--- src/rtl/pc_sequencer.sv ---
`default_nettype none
// ============================================================================
// Module      : pc_sequencer
// Description : Mips16 program counter and next-fetch-address selection with
//               branch/jump redirect, fixed-length flush, stall and halt.
// Revision    : 1.0 - initial release
// ============================================================================
module pc_sequencer #(
    parameter int PC_WIDTH     = 10,
    parameter int IMM_WIDTH    = 7,
    parameter int RESET_PC     = 0,
    parameter int FLUSH_CYCLES = 2
) (
    input  logic                 clk,
    input  logic                 rst,
    input  logic                 stall,
    input  logic                 branch_req,
    input  logic                 branch_taken,
    input  logic [PC_WIDTH-1:0]  branch_pc,
    input  logic [IMM_WIDTH-1:0] immediate,
    input  logic                 jump_req,
    input  logic [PC_WIDTH-1:0]  jump_target,
    input  logic                 halt,
    input  logic                 resume,
    output logic [PC_WIDTH-1:0]  pc,
    output logic                 pc_valid,
    output logic                 flush,
    output logic                 redirect,
    output logic                 halted
);

    localparam int CNT_W = 3;

    localparam logic [1:0] c_st_run   = 2'd0;
    localparam logic [1:0] c_st_flush = 2'd1;
    localparam logic [1:0] c_st_halt  = 2'd2;

    localparam logic [CNT_W-1:0]    c_flush_init = CNT_W'(FLUSH_CYCLES - 1);
    localparam logic [PC_WIDTH-1:0] c_reset_pc   = PC_WIDTH'(RESET_PC);

    logic [1:0]          r_state;
    logic [CNT_W-1:0]    r_cnt;
    logic [PC_WIDTH-1:0] r_pc;
    logic                r_pc_valid;
    logic                r_flush;
    logic                r_redirect;
    logic                r_halted;

    logic                w_branch;
    logic                w_redirect;
    logic [PC_WIDTH-1:0] w_imm_ext;
    logic [PC_WIDTH-1:0] w_target;
    logic [PC_WIDTH-1:0] w_pc_inc;

    // Branch is the older instruction, so it beats a simultaneous jump.
    assign w_branch   = branch_req & branch_taken;
    assign w_redirect = w_branch | jump_req;
    assign w_imm_ext  = {{(PC_WIDTH-IMM_WIDTH){immediate[IMM_WIDTH-1]}}, immediate};
    assign w_target   = w_branch ? (branch_pc + w_imm_ext) : jump_target;
    assign w_pc_inc   = r_pc + PC_WIDTH'(1);

    always_ff @(posedge clk) begin
        if (rst) begin
            r_state    <= c_st_run;
            r_cnt      <= '0;
            r_pc       <= c_reset_pc;
            r_pc_valid <= 1'b1;
            r_flush    <= 1'b0;
            r_redirect <= 1'b0;
            r_halted   <= 1'b0;
        end else begin
            r_redirect <= 1'b0;
            case (r_state)
                c_st_run: begin
                    if (halt) begin
                        r_state    <= c_st_halt;
                        r_pc_valid <= 1'b0;
                        r_halted   <= 1'b1;
                        if (w_redirect) begin
                            r_pc       <= w_target;
                            r_redirect <= 1'b1;
                        end
                    end else if (w_redirect) begin
                        r_state    <= c_st_flush;
                        r_pc       <= w_target;
                        r_redirect <= 1'b1;
                        r_flush    <= 1'b1;
                        r_cnt      <= c_flush_init;
                    end else if (!stall) begin
                        r_pc <= w_pc_inc;
                    end
                end
                c_st_flush: begin
                    // Redirect requests here come from killed instructions.
                    if (halt) begin
                        r_state    <= c_st_halt;
                        r_pc_valid <= 1'b0;
                        r_halted   <= 1'b1;
                        r_flush    <= 1'b0;
                        r_cnt      <= '0;
                    end else begin
                        if (r_cnt == '0) begin
                            r_flush <= 1'b0;
                            r_state <= c_st_run;
                        end else begin
                            r_cnt <= r_cnt - CNT_W'(1);
                        end
                        if (!stall) begin
                            r_pc <= w_pc_inc;
                        end
                    end
                end
                c_st_halt: begin
                    if (resume && !halt) begin
                        r_state    <= c_st_run;
                        r_pc_valid <= 1'b1;
                        r_halted   <= 1'b0;
                    end
                end
                default: begin
                    r_state    <= c_st_run;
                    r_cnt      <= '0;
                    r_pc_valid <= 1'b1;
                    r_flush    <= 1'b0;
                    r_halted   <= 1'b0;
                end
            endcase
        end
    end

    assign pc       = r_pc;
    assign pc_valid = r_pc_valid;
    assign flush    = r_flush;
    assign redirect = r_redirect;
    assign halted   = r_halted;

endmodule
`default_nettype wire

--- config.mk ---
export PLATFORM = sky130hd
export DESIGN_NAME = pc_sequencer
export DESIGN_NICKNAME = d
export VERILOG_FILES = /design/src/rtl/pc_sequencer.sv
export SDC_FILE = /design/constraint.sdc
export NUM_CORES = 1
export LEC_CHECK = 0
export CORE_MARGIN = 2
export CORE_UTILIZATION = 47
export CTS_CLUSTER_DIAMETER = 40
export DETAILED_ROUTE_END_ITERATION = 6
export MAX_ROUTING_LAYER = met4
export PLACE_DENSITY = 0.84
export SYNTH_ARGS = -nofsm -noshare
export SYNTH_HDL_FRONTEND = slang
export SYNTH_SLANG_ARGS = --single-unit
--- constraint.sdc ---
create_clock -name clk -period 2.9 [get_ports clk]
set_clock_uncertainty 0.2 [all_clocks]
set_input_delay 0.58 -clock clk [delete_from_list [all_inputs] [get_ports clk]]
set_output_delay 0.58 -clock clk [all_outputs]
set_load 0.1 [all_outputs]
==> flow_results.org <==
** STA
- Setup violations remaining at the end of the flow were counted as 0.
- Measured slew at the worst slew-check pin :: just under 400 ps
- Final period utilization :: 0.883
- Setup repair after global routing left no endpoint under its margin.
- Count of pins over their slew limit :: 0
- The count of final hold-check violations was 0.
- In the final timing run, aggregate negative setup slack is 0 ps.
- Hold WS :: about 270 ps
- Worst relative slew slack :: 0.735
- For this run, the top clock speed supported by timing is around 0.39 GHz.
- The routed design could run at a clock period as short as 2560 ps.

** CTS
- TritonCTS sink count :: 19
- Counting the buffers created by CTS gives 3.
- CTS clk-pin slew, worst paths :: 110 ps
- Clock Latency Late Sink :: about 310 ps
- TritonCTS built the clock tree.
- CTS resizes :: 0
- Counting along the longest clock path gives a buffer depth of 2.
- In this run the number of H-tree levels came out at 1.
- The tree is rooted in a sky130_fd_sc_hd__clkbuf_4.
- Setup fix buffers added after clock tree synthesis :: 0
- For this design, the CTS-stage hold fixing added 0 buffers.

** Flow run
- Number of max-capacitance violations reported :: 0

** Power
- IR analysis of the VDD net gives a maximum drop of between 0.0003 and 0.0004 V.
- The analysis attributes to cell leakage a power of approximately 0.84 nW.
- Power per standard cell area :: roughly 440 nW/um^2

** Setup path
- The most critical setup path has its endpoint at pc[6].
- Kind of critical path :: in -> reg
- STA puts the critical path data arrival time at approximately 2600 ps.
- Number of cells on the worst reg-to-reg path :: 6
- The worst setup path is captured at a flip-flop.
- Along the worst path, the maximum fanout reaches 3.
- Worst path required time :: 2920 ps
- In this run the worst setup path begins at branch_pc[0].
- Reg2reg start :: r_state[1]
- The endpoint identified for the worst register-to-register timing path is pc[0].
- Element type at the critical path start :: primary input
- The worst register-to-register path has a setup slack of 1030 ps.

** Route
- The final route contains ~1700 vias.
- Using the TritonRoute via totals, the vias-per-cell ratio works out to about 5.8.
- Final Routed Wirelength :: approximately 4.0 mm
- ANT nets after route :: 0
- After the first detailed-routing iteration, the DRC count stood at 100.
- WL per Instance :: about 14 um
- Before antenna repair, the detailed router went through 5 iterations.
- In the routed design, unresolved DRC markers number 0.

** Placed design
- Number of port buffers :: 48
- Placed instance area :: roughly 2100 sq um
- Final RePlAce weighted congestion :: between 0.9 and 1
- Placed wire-length estimate after detailed placement :: slightly above 3 mm

** Logic synthesis
- The most common cell in the synthesized netlist is sky130_fd_sc_hd__dfxtp_1.
- The synthesized design contains 0 enable-type register cells.
- The biggest area contributor in the post-synthesis netlist is sky130_fd_sc_hd__dfxtp_1.
- The cell count after synthesis came out at a little under 200.
- Unique masters post-synth :: 56
- For this run, the register share of the synthesized area comes to 0.237.
- A synthesized cell averages 8.18 sq um.
- Ranked by instance count, the synthesized netlist is headed by sky130_fd_sc_hd__dfxtp_1, sky130_fd_sc_hd__nand2_1, sky130_fd_sc_hd__a21oi_1, sky130_fd_sc_hd__nor2_1.
- The share of synthesized area in the top cell type comes to 0.237.
- Biggest area contributors in the synthesized netlist :: sky130_fd_sc_hd__dfxtp_1, sky130_fd_sc_hd__ha_1, sky130_fd_sc_hd__a21oi_1, sky130_fd_sc_hd__nand2_1, sky130_fd_sc_hd__o21ai_0
- Yosys printed 0 warnings.
- Flops & latches, synth :: 19
- Leading register cell type out of synthesis :: sky130_fd_sc_hd__dfxtp_1
- Synthesized cell area :: approximately 1600 sq um
- The number of nets in the synthesized netlist is ~240.
- Counting flops with an async set or reset pin after synthesis yields a share of 0.

** Global route
- The number of global-route vias before repair was approximately 1600.
- Pin count of the biggest net entering global routing :: 13
- First-pass GRT wire length :: about 6.8 mm
- Global routing finished with a remaining overflow of 0.
- The number of antenna violations at the first check in global routing came to 0.
- Global router's overall resource usage :: 0.215

** Floorplanning
- Die footprint :: slightly below 4000 sq um
- The region available for standard cell placement spans 3310 sq um.
- Num ports :: 49
- Measured along the y axis, the die boundary spans roughly 62 um.
- Overall die width :: between 60 and 70 um
- Number of placement rows :: 21
- The initial utilization of the core area, before any placement, comes to 0.485.

** Final layout
- Number of antenna cells inserted :: 0
- Proportion of layout cells with a drive suffix above 1 :: 0.147
- From synthesis to final layout, the design area changed by 31.4%.
- Post-layout instance area :: roughly 2100 sq um
- For this run, the post-layout net count is 294.

** Status
- Run status :: finished clean

** Hold path
- The min-delay analysis places its worst path in the category reg -> reg.
==> per-stage QoR <==
step                      instances   util  setup slack (ps)  total power [mW]
after floorplan                 196      -               584             0.663
after global placement          287  0.629              91.8             0.781
after detailed placement        287  0.629              21.0             0.787
after CTS                       291  0.637               335             0.924
after global routing            291  0.637               196             0.973
final                           291  0.637               340             0.927
==> per-layer routing <==
| layer | vias to the layer above | part of all wire | track usage |
|---|---|---|---|
| met5 | - | 0 | - |
| met3 | 6 | 0.069 | 0.0468 |
| met2 | 69 | 0.45 | 0.337 |
| met4 | 0 | 0.0095 | 0.0444 |
| met1 | 771 | 0.47 | 0.285 |
| li1 | 843 | - | - |
==> where the power goes <==
part / switching (mW) / leakage, nW / internal, mW
registers: 0.0314 / 0.157 / 0.287
logic: 0.301 / 0.663 / 0.166
clock network: 0.0877 / 0.0150 / 0.0538
==> area by class of cell <==
type	count	area, sq um
Clock buffer	4	26.3
Fill cell	318	1200
Inverter	9	33.8
Multi-Input combinational cell	162	1140
Sequential cell	19	380
Tap cell	46	57.6
Timing Repair Buffer	51	468
==> cells in the final DEF, fill, tap and decap left out, types with 2 or more instances in the layout <==
master                            count
sky130_fd_sc_hd__a211o_1              2
sky130_fd_sc_hd__a211oi_1             2
sky130_fd_sc_hd__a211oi_2             2
sky130_fd_sc_hd__a21o_1               8
sky130_fd_sc_hd__a21oi_1             17
sky130_fd_sc_hd__a221oi_1             3
sky130_fd_sc_hd__a31oi_1              3
sky130_fd_sc_hd__and2_1               2
sky130_fd_sc_hd__and3_1               2
sky130_fd_sc_hd__buf_4               17
sky130_fd_sc_hd__clkbuf_4             3
sky130_fd_sc_hd__clkdlybuf4s50_1     34
sky130_fd_sc_hd__dfxtp_1             19
sky130_fd_sc_hd__ha_1                12
sky130_fd_sc_hd__inv_1                7
sky130_fd_sc_hd__inv_2                2
sky130_fd_sc_hd__mux2i_1              2
sky130_fd_sc_hd__nand2_1             18
sky130_fd_sc_hd__nand2b_1             3
sky130_fd_sc_hd__nand3_1              4
sky130_fd_sc_hd__nand4_1              2
sky130_fd_sc_hd__nor2_1              14
sky130_fd_sc_hd__nor3_1               7
sky130_fd_sc_hd__nor4_1               4
sky130_fd_sc_hd__o211ai_1             4
sky130_fd_sc_hd__o21a_1               3
sky130_fd_sc_hd__o21ai_0             12
sky130_fd_sc_hd__o21ai_1              2
sky130_fd_sc_hd__o21bai_1             2
sky130_fd_sc_hd__xnor2_1              4
sky130_fd_sc_hd__xor2_1               3
==> sequential cells by signal (all words and copies together) (netlist names) <==
| name | flops |
|---|---|
| pc | 10 |
| flush | 1 |
| halted | 1 |
| pc_valid | 1 |
| r_cnt | 3 |
| redirect | 1 |
| r_state | 2 |
==> critical path, cell delays in order <==
cell and delay [ps]:
sky130_fd_sc_hd__clkdlybuf4s50_1 410, sky130_fd_sc_hd__ha_1 250, sky130_fd_sc_hd__fa_1 420, sky130_fd_sc_hd__a21o_1 230
sky130_fd_sc_hd__a221oi_1 310, sky130_fd_sc_hd__xnor2_1 170, sky130_fd_sc_hd__nor2_1 60, sky130_fd_sc_hd__nor4_1 150
==> worst min-delay path by stage <==
stage,from,to,slack (ps),depth (start not counted)
after global routing,pc_valid,pc_valid,300,1
after global placement,pc_valid,pc_valid,250,1
after floorplan,r_cnt[0],r_cnt[0],250,2
after detailed placement,pc_valid,pc_valid,250,1
final,pc_valid,pc_valid,270,1
after CTS,pc_valid,pc_valid,280,1
==> cells by family (layout without fill, tap and decap cells) <==
| logic type | count (synthesis) | count (layout) | share of synthesized area |
|---|---|---|---|
| buffers and inverters | 15 | 64 | 0.0507 |
| AND/OR/NAND/NOR | 64 | 64 | 0.207 |
| adder cells (fa/ha/maj) | 13 | 13 | 0.106 |
| multiplexers | 3 | 3 | 0.0195 |
| flip-flops | 19 | 19 | 0.237 |
| XOR/XNOR | 7 | 7 | 0.0382 |
| AO/OA/AOI/OAI | 75 | 75 | 0.342 |
(Power assumes the default switching activity.)
